`src/rtl/muldiv_pkg.sv`:
```
// Shared types and constants for the HI/LO multiply/divide unit.
package muldiv_pkg;

  typedef enum logic [1:0] {
    OP_MULT  = 2'b00,
    OP_MULTU = 2'b01,
    OP_DIV   = 2'b10,
    OP_DIVU  = 2'b11
  } op_t;

  typedef enum logic [1:0] {
    IDLE  = 2'b00,
    CALC  = 2'b01,
    FIXUP = 2'b10
  } state_t;

  localparam logic [31:0] DIV0_QUOTIENT = 32'hFFFF_FFFF;

  // MULT and DIV work on two's-complement operands; the U variants do not.
  function automatic logic is_signed_op(input op_t o);
    return (o == OP_MULT) || (o == OP_DIV);
  endfunction

endpackage

```
`src/rtl/muldiv_iter_core.sv`:
```
// One iteration of the shift-add multiply or the restoring divide, on unsigned magnitudes.
module muldiv_iter_core
  import muldiv_pkg::*;
#(
  parameter int WIDTH = 32
) (
  input  op_t              mode,
  input  logic [WIDTH-1:0] operand,
  input  logic [WIDTH-1:0] acc_hi,
  input  logic [WIDTH-1:0] acc_lo,
  output logic [WIDTH-1:0] next_hi,
  output logic [WIDTH-1:0] next_lo
);

  logic [WIDTH:0]   sum;
  logic [WIDTH:0]   trial;
  logic [WIDTH-1:0] diff;

  always_comb begin
    // NOTE: every output and temporary gets a default first so no path infers a latch.
    next_hi = acc_hi;
    next_lo = acc_lo;
    sum     = '0;
    trial   = '0;
    diff    = '0;
    case (mode)
      OP_DIV, OP_DIVU: begin
        // acc_hi is the partial remainder, acc_lo shifts dividend bits out and quotient bits in.
        trial = {acc_hi, acc_lo[WIDTH-1]};
        diff  = trial[WIDTH-1:0] - operand;
        if (trial >= {1'b0, operand}) begin
          next_hi = diff;
          next_lo = {acc_lo[WIDTH-2:0], 1'b1};
        end else begin
          next_hi = trial[WIDTH-1:0];
          next_lo = {acc_lo[WIDTH-2:0], 1'b0};
        end
      end
      default: begin
        // {acc_hi, acc_lo} is the product register; the multiplier sits in the low half.
        sum     = {1'b0, acc_hi} + (acc_lo[0] ? {1'b0, operand} : '0);
        next_hi = sum[WIDTH:1];
        next_lo = {sum[0], acc_lo[WIDTH-1:1]};
      end
    endcase
  end

endmodule

```
`src/rtl/hilo_muldiv_unit.sv`:
```
// Multi-cycle MULT/MULTU/DIV/DIVU unit owning the HI/LO registers and MTHI/MTLO writes.
// Optional MULDIV_FAST_MULT_EN: multiplies bypass CALC with a single-cycle multiplier.
module hilo_muldiv_unit
  import muldiv_pkg::*;
#(
  parameter int WIDTH = 32,
  parameter int ITERS = 32
) (
  input  logic             clk,
  input  logic             rst_n,
  input  logic             start,
  input  logic [1:0]       op,
  input  logic [WIDTH-1:0] A,
  input  logic [WIDTH-1:0] B,
  input  logic             mthi,
  input  logic             mtlo,
  output logic [WIDTH-1:0] HI,
  output logic [WIDTH-1:0] LO,
  output logic             busy,
  output logic             done
);

  localparam int CNT_W = $clog2(ITERS);

  state_t           state;
  op_t              op_q;
  logic [CNT_W-1:0] count;
  logic [WIDTH-1:0] a_mag, b_mag, acc_hi, acc_lo;
  logic             sign_a, sign_b;

  op_t              op_in;
  logic             in_sign_a, in_sign_b;
  logic [WIDTH-1:0] in_mag_a, in_mag_b;
  logic [WIDTH-1:0] core_hi, core_lo, fix_hi, fix_lo;
  logic [2*WIDTH-1:0] prod;

  assign op_in     = op_t'(op);
  assign in_sign_a = is_signed_op(op_in) & A[WIDTH-1];
  assign in_sign_b = is_signed_op(op_in) & B[WIDTH-1];
  assign in_mag_a  = in_sign_a ? -A : A;
  assign in_mag_b  = in_sign_b ? -B : B;

  muldiv_iter_core #(.WIDTH(WIDTH)) u_core (
    .mode    (op_q),
    .operand ((op_q == OP_DIV || op_q == OP_DIVU) ? b_mag : a_mag),
    .acc_hi  (acc_hi),
    .acc_lo  (acc_lo),
    .next_hi (core_hi),
    .next_lo (core_lo)
  );

  // Sign correction on the unsigned magnitude results.
  always_comb begin
    prod = {acc_hi, acc_lo};
`ifdef MULDIV_FAST_MULT_EN
    prod = {{WIDTH{1'b0}}, a_mag} * {{WIDTH{1'b0}}, b_mag};
`endif
    if (sign_a ^ sign_b) prod = -prod;
    fix_hi = prod[2*WIDTH-1:WIDTH];
    fix_lo = prod[WIDTH-1:0];
    case (op_q)
      OP_DIV, OP_DIVU: begin
        if (b_mag == '0) begin
          fix_lo = DIV0_QUOTIENT;
          fix_hi = sign_a ? -a_mag : a_mag;
        end else begin
          fix_lo = (sign_a ^ sign_b) ? -acc_lo : acc_lo;
          fix_hi = sign_a ? -acc_hi : acc_hi;
        end
      end
      default: ;
    endcase
  end

  always_ff @(posedge clk or negedge rst_n) begin
    if (!rst_n) begin
      state  <= IDLE;
      op_q   <= OP_MULT;
      count  <= '0;
      a_mag  <= '0;
      b_mag  <= '0;
      sign_a <= 1'b0;
      sign_b <= 1'b0;
      acc_hi <= '0;
      acc_lo <= '0;
      HI     <= '0;
      LO     <= '0;
      busy   <= 1'b0;
      done   <= 1'b0;
    end else begin
      // NOTE: non-blocking so every register samples pre-edge values regardless of statement order.
      done <= 1'b0;
      case (state)
        IDLE: begin
          if (start) begin
            op_q   <= op_in;
            sign_a <= in_sign_a;
            sign_b <= in_sign_b;
            a_mag  <= in_mag_a;
            b_mag  <= in_mag_b;
            count  <= '0;
            busy   <= 1'b1;
            acc_hi <= '0;
            state  <= CALC;
            if (op_in == OP_DIV || op_in == OP_DIVU) begin
              acc_lo <= in_mag_a;
            end else begin
              acc_lo <= in_mag_b;
`ifdef MULDIV_FAST_MULT_EN
              state  <= FIXUP;
`endif
            end
          end else begin
            if (mthi) HI <= A;
            if (mtlo) LO <= A;
          end
        end
        CALC: begin
          acc_hi <= core_hi;
          acc_lo <= core_lo;
          count  <= count + 1'b1;
          if (count == CNT_W'(ITERS - 1)) state <= FIXUP;
        end
        FIXUP: begin
          HI    <= fix_hi;
          LO    <= fix_lo;
          done  <= 1'b1;
          busy  <= 1'b0;
          state <= IDLE;
        end
        default: state <= IDLE;
      endcase
    end
  end

endmodule

```
`config.mk`:
```
export PLATFORM = sky130hd
export DESIGN_NAME = hilo_muldiv_unit
export DESIGN_NICKNAME = d
export VERILOG_FILES = /design/src/rtl/muldiv_pkg.sv /design/src/rtl/muldiv_iter_core.sv /design/src/rtl/hilo_muldiv_unit.sv
export SDC_FILE = /design/constraint.sdc
export NUM_CORES = 1
export LEC_CHECK = 0
export CORE_MARGIN = 2
export CORE_UTILIZATION = 45
export CTS_CLUSTER_DIAMETER = 50
export DETAILED_ROUTE_END_ITERATION = 10
export GPL_TIMING_DRIVEN = 1
export PLACE_DENSITY_LB_ADDON = 0.08
export SLEW_MARGIN = 20
export SYNTH_ARGS = -nofsm -noshare
export SYNTH_HDL_FRONTEND = slang
export SYNTH_SLANG_ARGS = --single-unit
```
`constraint.sdc`:
```
create_clock -name clk -period 4.65 [get_ports clk]
set_input_delay 1.395 -clock clk [delete_from_list [all_inputs] [get_ports clk]]
set_output_delay 1.395 -clock clk [all_outputs]
set_load 0.02 [all_outputs]
```
# == Yosys cells after proc, flatten, opt, wreduce, memory -nomap -nowiden ==
# Index checks and enable logic that the tools add are counted.
# totals
reg_bits,205
inputBits,71
out_inout_bits,66
elab_cells,88
# classes
n_addsub,9
order_cmp,1
eq_ne,12
n_mux,35
bitwise_logic,3
n_reduce_logical,15
# ops
operator,count
$mux 32,21
$pmux 32 s2,4
$neg 32->32,5
$mux 64,1
$neg 64->64,1
$add 32x33->33,1
$ge 33x32->1,1
$logic_not 32->1,1
$sub 32x32->32,1
$eq 2x2->1 const B,5
$ne 2x2->1 const B,5
$pmux 5 s2,1
$reduce_and 2->1,4
$reduce_and 3->1,2
$add 5x1->5 const B,1
$eq 5x5->1 const B,1
$mux 5,1
$logic_not 2->1,2
$mux 2,2
$pmux 2 s2,1
$reduce_bool 2->1,2
$logic_or 1x1->1,3
$mux 1,3
$and 1x1->1,2
other kinds (4),4

# == Longest topological paths before layout ==
# Gate-level depths: netlist of the first run.
# logic_depth
depth_word,7
depth_mapped,18
depth_no_buf,15

# == Cells and area by module ==
# Synthesis of the first run repeated with hierarchy kept, for this count alone.
# hier_totals
cells_unflattened,2286
area_unflattened_um2,18450.2
# modules_own_cells
mod,n_inst,cells_per_inst,area_per_inst_um2,seq_area_each_um2
hilo_muldiv_unit,1,1599,13693.1,5129.9
muldiv_iter_core,1,687,4757.1,0.0

# == Worst setup path after synthesis of the first run ==
# OpenSTA, ideal clock, no wires.
# synth_path
kind,flip-flop to flip-flop
from,register op_q[1]
to,register acc_hi[13]
setup_ns,0.126
t_arrival_ns,4.095
required_time_ns,4.524
slack_ns,0.428
path_stages_with_launch,17
path_buffers,5
synth_period_minus_slack_ns,4.222
path_cell_list,dfrtp_1 > clkbuf_1 > buf_1 > buf_1 > mux2i_1 > ha_1 > clkbuf_1 > nand2_1 > or3_1 > or4_1 > o21a_1 > nand2_1 > a31oi_1 > buf_2 > mux2i_1 > nor2_1 > a221o_1
# synth_between
elab_chain_len,7
elab_cells_between_ends,12
classes_between,2 x add/sub; 1 x order compare; 2 x eq/ne; 5 x mux; 2 x reduce/logical
# synth_rtl
item,line,source
start: declaration,hilo_muldiv_unit.sv:26,op_t op_q;
start signal: assignment,hilo_muldiv_unit.sv:96,op_q <= op_in;
$eq 2x2->1,"muldiv_iter_core.sv:26, hilo_muldiv_unit.sv:45",
$logic_or 1x1->1,hilo_muldiv_unit.sv:45,".operand ((op_q == OP_DIV || op_q == OP_DIVU) ? b_mag : a_mag),"
$mux 32,hilo_muldiv_unit.sv:45,
"$mux 32, or another cell as far along",muldiv_iter_core.sv:41,"sum = {1'b0, acc_hi} + (acc_lo[0] ? {1'b0, operand} : '0);"
$add 32x33->33 or $mux 32 (tied branches),"muldiv_iter_core.sv:41, muldiv_iter_core.sv:31",
$mux 32 *,muldiv_iter_core.sv:26,case (mode)
$pmux 32 s2 *,hilo_muldiv_unit.sv:93,case (state)
end signal: assignment,hilo_muldiv_unit.sv:119,acc_hi <= core_hi;
end: declaration,hilo_muldiv_unit.sv:28,"logic [WIDTH-1:0] a_mag, b_mag, acc_hi, acc_lo;"
# Every way passes the cells marked *; elsewhere a longest branch is shown, timed or not.
# A chain may end at the register's enable or synchronous reset.

# == Worst setup path in the final report of the first run ==
# layout_path
from,register op_q[1]
to,register acc_hi[30]
# The elaborated chain is that of the path after synthesis.

==> results of run 1 <==
power breakdown:
group          switching [mW]  internal [mW]
Combinational            7.77           5.56
Sequential               1.27           2.68
Clock                    1.01           1.64
metal layers:
metal	global-route usage	routed length, µm
met1	0.4920	31310
met5	0	0
met4	0.1643	3427
met2	0.5236	31100
met3	0.07742	7302
per-stage QoR:
| step | hold slack [ps] | util |
|---|---|---|
| after floorplan | 464.9 | - |
| after global placement | 464.3 | 0.5218 |
| after detailed placement | 465.7 | 0.5218 |
| after CTS | 483.1 | 0.5527 |
| after global routing | 508.1 | 0.5528 |
| final | 476.7 | 0.5528 |
flip-flops by register name, indices dropped and copies added (netlist names):
signal / count
count: 5
sign_a: 1
b_mag: 32
sign_b: 1
HI: 32
acc_hi: 32
busy: 1
op_q: 1
LO: 32
state: 2
acc_lo: 32
done: 1
a_mag: 32
worst paths after layout:
| path | from | to | slack, ps | cells after the start |
|---|---|---|---|---|
| setup reg to reg | op_q[1] | acc_hi[30] | 120 | 16 |
| hold reg to reg | LO[23] | LO[23] | 480 | 2 |
| max in group asynchronous | rst_n | a_mag[7] | 2890 | 2 |
| min in group asynchronous | rst_n | HI[6] | 850 | 1 |
| setup / recovery | op_q[1] | acc_hi[30] | 120 | 16 |
| hold / removal | LO[23] | LO[23] | 480 | 2 |
layout make-up:
class / instances / area share
multi-input cells: 1841 / 0.5479
flip-flops and latches: 204 / 0.2403
repair buffers: 283 / 0.1177
clock buffers: 49 / 0.04901
well taps: 518 / 0.03048
inverters: 43 / 0.007590
clock inverters: 16 / 0.006943
worst max-delay path, cell delays in order (launching register included):
cell                      delay (ps)
sky130_fd_sc_hd__dfrtp_4         570
sky130_fd_sc_hd__buf_4           330
sky130_fd_sc_hd__mux2i_1         330
sky130_fd_sc_hd__buf_4           170
sky130_fd_sc_hd__nor2_1           40
sky130_fd_sc_hd__ha_1            330
sky130_fd_sc_hd__nand2_1          60
sky130_fd_sc_hd__nor4_1          240
sky130_fd_sc_hd__buf_4           180
sky130_fd_sc_hd__nor4b_1         100
sky130_fd_sc_hd__nor4_1          790
sky130_fd_sc_hd__o21ai_0         200
sky130_fd_sc_hd__buf_4           180
sky130_fd_sc_hd__o31ai_1         400
sky130_fd_sc_hd__xnor2_1         170
sky130_fd_sc_hd__o221a_2         210
sky130_fd_sc_hd__o22ai_1          60
kinds of logic (layout without fill, tap and decap cells):
| family | Yosys count | count (layout) |
|---|---|---|
| AO/OA/AOI/OAI | 746 | 746 |
| AND/OR/NAND/NOR | 715 | 715 |
| XOR/XNOR | 218 | 218 |
| flip-flops | 204 | 204 |
| buffers and inverters | 201 | 391 |
| multiplexers | 89 | 89 |
| adder cells (fa/ha/maj) | 73 | 73 |
layout by cell type (no fill, tap or decap), types with 7 or more instances in the layout:
cell type	n
sky130_fd_sc_hd__nand2_1	309
sky130_fd_sc_hd__o21ai_0	243
sky130_fd_sc_hd__dfrtp_1	202
sky130_fd_sc_hd__a21oi_1	183
sky130_fd_sc_hd__nor2_1	180
sky130_fd_sc_hd__buf_4	145
sky130_fd_sc_hd__xnor2_1	136
sky130_fd_sc_hd__clkdlybuf4s50_1	134
sky130_fd_sc_hd__mux2i_1	86
sky130_fd_sc_hd__xor2_1	81
sky130_fd_sc_hd__ha_1	71
sky130_fd_sc_hd__inv_1	42
sky130_fd_sc_hd__o22ai_1	38
sky130_fd_sc_hd__clkbuf_16	38
sky130_fd_sc_hd__nor3_1	33
sky130_fd_sc_hd__o31ai_1	33
sky130_fd_sc_hd__nand3_1	31
sky130_fd_sc_hd__a21o_1	26
sky130_fd_sc_hd__o211ai_1	26
sky130_fd_sc_hd__o21ai_1	24
sky130_fd_sc_hd__nor4_1	22
sky130_fd_sc_hd__a31oi_1	22
sky130_fd_sc_hd__nand2b_1	20
sky130_fd_sc_hd__or4_1	20
sky130_fd_sc_hd__a22oi_1	19
sky130_fd_sc_hd__a211oi_1	17
sky130_fd_sc_hd__or3_1	16
sky130_fd_sc_hd__o21a_1	14
sky130_fd_sc_hd__o41ai_1	14
sky130_fd_sc_hd__nand4_1	13
sky130_fd_sc_hd__and3_1	11
sky130_fd_sc_hd__nor2b_1	10
sky130_fd_sc_hd__o21bai_1	10
sky130_fd_sc_hd__or2_2	9
sky130_fd_sc_hd__o221ai_1	8
sky130_fd_sc_hd__a221o_1	7
==> reports/summary.md, run 1 <==
## Yosys
* 2390 — net count after synthesis
* 2246 — Syn Inst Count
* 0.2604 — compound-cell area share of the yosys netlist
* sky130_fd_sc_hd__nand2_1, sky130_fd_sc_hd__o21ai_0, sky130_fd_sc_hd__dfrtp_1, sky130_fd_sc_hd__a21oi_1, sky130_fd_sc_hd__nor2_1 — Commonest cells post-synth
* 0 — number of enable-type register cells in the synthesized netlist
* 0.1092 — parity-gate share of the synthesized area counting xor and xnor cells
* compound AO/OA/AOI/OAI gates — combinational family with the most area after synthesis
* 7.787 µm² — average cell area after synthesis
* 204 — flip-flop and latch count after synthesis
* 17490 µm² — synthesized area
* 81 — count of different cell masters after synthesis
* 0.05308 — area share of fa/ha/maj cells after synthesis
* 0.05180 — fraction of synthesized area in multiplexers
* 1.000 — async set-or-reset flop fraction in the synthesized netlist
* 0.2919 — Yosys top cell area share
* 0.1885 — simple-gate area share of the yosys netlist
* sky130_fd_sc_hd__dfrtp_1, sky130_fd_sc_hd__o21ai_0, sky130_fd_sc_hd__xnor2_1, sky130_fd_sc_hd__nand2_1, sky130_fd_sc_hd__a21oi_1 — cells taking the most area after synthesis
* 0.2919 — sequential area share after synthesis
* sky130_fd_sc_hd__dfrtp_1 — Synth area leader
* 0 — Synth warnings
* sky130_fd_sc_hd__nand2_1 — most used standard cell by instance count after synthesis
* sky130_fd_sc_hd__dfrtp_1 — commonest register cell after synthesis

## Die
* 0.4547 — initial core utilization
* 201.1 µm — overall die width
* 137 — top-level port count
* 201.1 µm — die height
* 40460 µm² — Die Area
* 38470 µm² — core area
* 72 — Std-Cell Rows

## Global routing
* 2 — antenna violations before repair
* 0.3538 — Overall Global Routing Usage
* 108.7 mm — wire length of the first global-routing pass
* 0 — overflow left after global routing
* 17075 — vias in the first global route
* 78 — maximum number of pins on one net before global-route repair

## STA
* 0.2225 — headroom to the max-slew limit
* 0 — total of endpoints with negative setup slack in the final report
* 117.3 ps — final worst slack
* 0 ps — aggregate negative setup slack
* 1156 ps — measured slew at the worst slew-check pin
* 0.9748 — fraction of the cycle the final worst path needs
* 40.98 ps — Layout Skew
* false — setup repair after global routing missed its margin
* 0 — final-report hold violation count
* 0 — max-slew violation count
* 4533 ps — time the final worst path needs with I/O delays and setup
* 220.6 MHz — Max Clk Rate

## Power
* 19.92 mW — total power consumption of the routed design
* 0.4488 mV — Max rail drop VDD
* 8.949 nW — Leak
* 936.7 nW/µm² — power per cell area

## Clock tree
* 60 ps — clock transition time at the flip-flop clock pins of the worst setup and hold paths
* built — clock tree from TritonCTS
* 0 — count of cells resized by post-cts repair
* 0 — total setup buffers inserted after CTS
* 204 — clock sinks
* 3 — number of buffers on the longest clock path
* sky130_fd_sc_hd__clkbuf_16 — clock root buffer
* 36 — total CTS buffers
* 0 — number of buffers added to fix hold violations after cts
* 2 — total number of H-tree levels
* 560 ps — clock insertion delay at the later pin of the skew report

## Placement
* 1.002 — weighted congestion at the end of routability-driven global placement
* 2889 — total instance count after detailed placement
* 142.7 ps — worst slack at placement
* 20070 µm² — post-place instance area
* 136 — count of input and output buffers
* 57.12 mm — Detailed Place HPWL

## Finish
* 3744 — number of filler instances in the final layout
* 21.58% — Layout area overhead
* 0 — antenna diode instance count
* 5110 µm² — flip-flop and latch area
* 2954 — count of placed standard cells in the final layout, fillers left out
* 21260 µm² — post-route cell area
* 2553 — Post-layout nets
* 11650 µm² — combined area of the multi-input logic cells
* 0.1018 — share of final-layout standard cells stronger than drive strength 1

## Min path
* reg -> reg — classification of the worst-slack hold path

## Worst setup path
* flip-flop — critical path capture point type
* reg -> reg — critical setup path kind
* 4920 ps — critical path data arrival time
* flip-flop — element type at the critical path start
* 22 — critical path peak fanout
* 5030 ps — data required time of the critical path

## Drt
* 0 — remaining design rule violation count
* 24.76 µm — post-detailed-route wirelength per cell
* 0 — antenna violation net count after detailed routing
* 18414 — via count of the routed design
* 6.234 — routed via count divided by cell count
* 2036 — number of violations reported at the end of detailed-routing iteration 0
* 5 — count of TritonRoute iterations in the first routing pass
* 73.14 mm — sum of routed wire length over all layers

## Run status
* complete, no violations — status

## Job
* 0 — number of violations of the max-capacitance limit

(Power assumes the default switching activity.)
==> inputs of run 2 (changes only) <==
--- a/config.mk
+++ b/config.mk
@@ -11,6 +11,7 @@
 export DETAILED_ROUTE_END_ITERATION = 10
 export GPL_TIMING_DRIVEN = 1
 export PLACE_DENSITY_LB_ADDON = 0.08
+export SETUP_SLACK_MARGIN = 0.1
 export SLEW_MARGIN = 20
 export SYNTH_ARGS = -nofsm -noshare
 export SYNTH_HDL_FRONTEND = slang
==> run 2 against run 1 <==
Power barely moved. Clock power barely moved. Maximum frequency rose by 4.8%. First-iteration DRC count rose by 0.34%. Sequential power barely moved. Utilization barely moved. Critical path depth did not move. Global-route usage did not move. Flip-flop and latch count did not move. Final cell count did not move. Critical endpoint is now acc_hi[24]. Largest cell class unchanged.
==> reports/summary.md, run 2 (synthesis gave the netlist of run 1 again) <==
## Run status
* complete, no violations — status

## Clock tree
* 36 — total CTS buffers
* 2 — total number of H-tree levels
* sky130_fd_sc_hd__clkbuf_16 — clock root buffer
* 3 — number of buffers on the longest clock path
* 204 — clock sinks
* 60 ps — clock transition time at the flip-flop clock pins of the worst setup and hold paths
* 560 ps — clock insertion delay at the later pin of the skew report
* built — clock tree from TritonCTS

## Min path
* reg -> reg — classification of the worst-slack hold path

## Global routing
* 2 — antenna violations before repair
* 78 — maximum number of pins on one net before global-route repair
* 17075 — vias in the first global route
* 0 — overflow left after global routing
* 0.3538 — Overall Global Routing Usage
* 108.7 mm — wire length of the first global-routing pass

## Worst setup path
* flip-flop — critical path capture point type
* 5010 ps — data required time of the critical path
* 570 ps — delay of the slowest critical-path stage
* sky130_fd_sc_hd__dfrtp_4 — crit path max-delay cell type
* compound AO/OA/AOI/OAI gates — family with the most delay on the worst path
* sky130_fd_sc_hd__buf_4 — critical path's most frequent cell
* 15 — critical path peak fanout
* reg -> reg — critical setup path kind
* buf_4, mux2i_1, nor2_1, ha_1, and2_0, buf_4, a221o_1, a31oi_1, o21ai_0, buf_4, a21boi_0, buf_4, nor2_1, a31o_2, xnor2_1, o221ai_1 — ordered cell list for the critical path
* 4 — CP Buf/Inv Count
* 4690 ps — critical path data arrival time
* flip-flop — element type at the critical path start

## Drt
* 73.26 mm — sum of routed wire length over all layers
* 18342 — via count of the routed design
* 2043 — number of violations reported at the end of detailed-routing iteration 0
* 24.80 µm — post-detailed-route wirelength per cell
* 0 — antenna violation net count after detailed routing
* 0 — remaining design rule violation count
* 6 — count of TritonRoute iterations in the first routing pass
* 6.209 — routed via count divided by cell count

## Placement
* 1.002 — weighted congestion at the end of routability-driven global placement
* 136 — count of input and output buffers
* 57.12 mm — Detailed Place HPWL
* 20070 µm² — post-place instance area

## Die
* 72 — Std-Cell Rows
* 137 — top-level port count
* 201.1 µm — overall die width
* 40460 µm² — Die Area
* 201.1 µm — die height
* 38470 µm² — core area
* 0.4547 — initial core utilization

## Finish
* sky130_fd_sc_hd__nand2_1, sky130_fd_sc_hd__o21ai_0, sky130_fd_sc_hd__dfrtp_1, sky130_fd_sc_hd__a21oi_1, sky130_fd_sc_hd__nor2_1 — highest-count cells in the layout ignoring fill and taps
* 21.66% — Layout area overhead
* 0 — antenna diode instance count
* 0.5531 — final core utilization
* 2553 — Post-layout nets
* 0.1026 — share of final-layout standard cells stronger than drive strength 1
* 21280 µm² — post-route cell area
* sky130_fd_sc_hd__nand2_1 — most common cell after layout, fill and taps aside

## Power
* 0.4487 mV — Max rail drop VDD
* 936.7 nW/µm² — power per cell area
* 8.952 nW — Leak

## STA
* 231.1 MHz — Max Clk Rate
* false — setup repair after global routing missed its margin
* 0 — max-slew violation count
* 1164 ps — measured slew at the worst slew-check pin
* 0 — final-report hold violation count
* 0 — total of endpoints with negative setup slack in the final report
* 4326 ps — time the final worst path needs with I/O delays and setup
* 39.99 ps — Layout Skew
* 0.2168 — headroom to the max-slew limit
* 0.9304 — fraction of the cycle the final worst path needs
* 0 ps — aggregate negative setup slack

## Job
* 0 — number of violations of the max-capacitance limit

==> run 2: cell types whose count changed in the layout (fill, tap and decap cells not counted) <==
cell                      delta
sky130_fd_sc_hd__nor4_2      +1
sky130_fd_sc_hd__nor4b_2     +1
sky130_fd_sc_hd__nor4b_1     -1
sky130_fd_sc_hd__nor4_1      -1
==> run 2: worst min-delay path: cells and delay by family (launching register included) <==
| kind | cells | cell delay [ps] |
|---|---|---|
| DFF | 1 | 340 |
| AOI/OAI and AO/OA | 1 | 60 |
| and+or+nand+nor | 1 | 40 |
==> run 2: worst paths after layout <==
check | cells after the start | start | slack (ps) | end
max | 16 | op_q[1] | 320 | acc_hi[24]
min | 2 | LO[23] | 480 | LO[23]
max reg2reg | 16 | op_q[1] | 320 | acc_hi[24]
min reg2reg | 2 | LO[23] | 480 | LO[23]
max in group asynchronous | 2 | rst_n | 2880 | a_mag[7]
min in group asynchronous | 1 | rst_n | 850 | HI[6]
==> run 2: final cells by class <==
| cell class | instances | area, µm² |
|---|---|---|
| Multi-Input combinational cell | 1841 | 11660 |
| Sequential cell | 204 | 5110 |
| Clock inverter | 16 | 147.6 |
| Clock buffer | 49 | 1042 |
| Fill cell | 3746 | 17190 |
| Inverter | 43 | 161.4 |
| Tap cell | 518 | 648.1 |
| Timing Repair Buffer | 283 | 2504 |
==> run 2: per-layer routing <==
| metal | GRT usage | wire [µm] | part of all wire |
|---|---|---|---|
| met1 | 0.4920 | 31650 | 0.43 |
| met2 | 0.5236 | 31010 | 0.42 |
| met3 | 0.07742 | 7067 | 0.096 |
| met4 | 0.1643 | 3532 | 0.048 |
| met5 | 0 | 0 | 0 |
==> run 2: report_power, final <==
| group | switching, mW | internal, mW |
|---|---|---|
| Clock | 1.01 | 1.64 |
| Sequential | 1.27 | 2.68 |
| Combinational | 7.77 | 5.56 |
==> run 2: through the flow <==
step                      setup WS (ps)  hold slack (ps)  total power, mW  cells
final                             323.7            476.7            19.93   2954
after global routing              135.6            508.1            21.28   2954
after CTS                         158.8            483.1            19.68   2954
after detailed placement          142.7            465.7            16.97   2889
after global placement            180.4            464.3            16.84   2889
after floorplan                   428.5            464.9            12.35   2246
==> run 2: timing repair <==
| item | in CTS | in global routing |
|---|---|---|
| endpoints found under the setup margin | 0 | 2 |
| hold buffers | 0 | 0 |
| resized for setup | 0 | 2 |
| setup buffers | 0 | 0 |
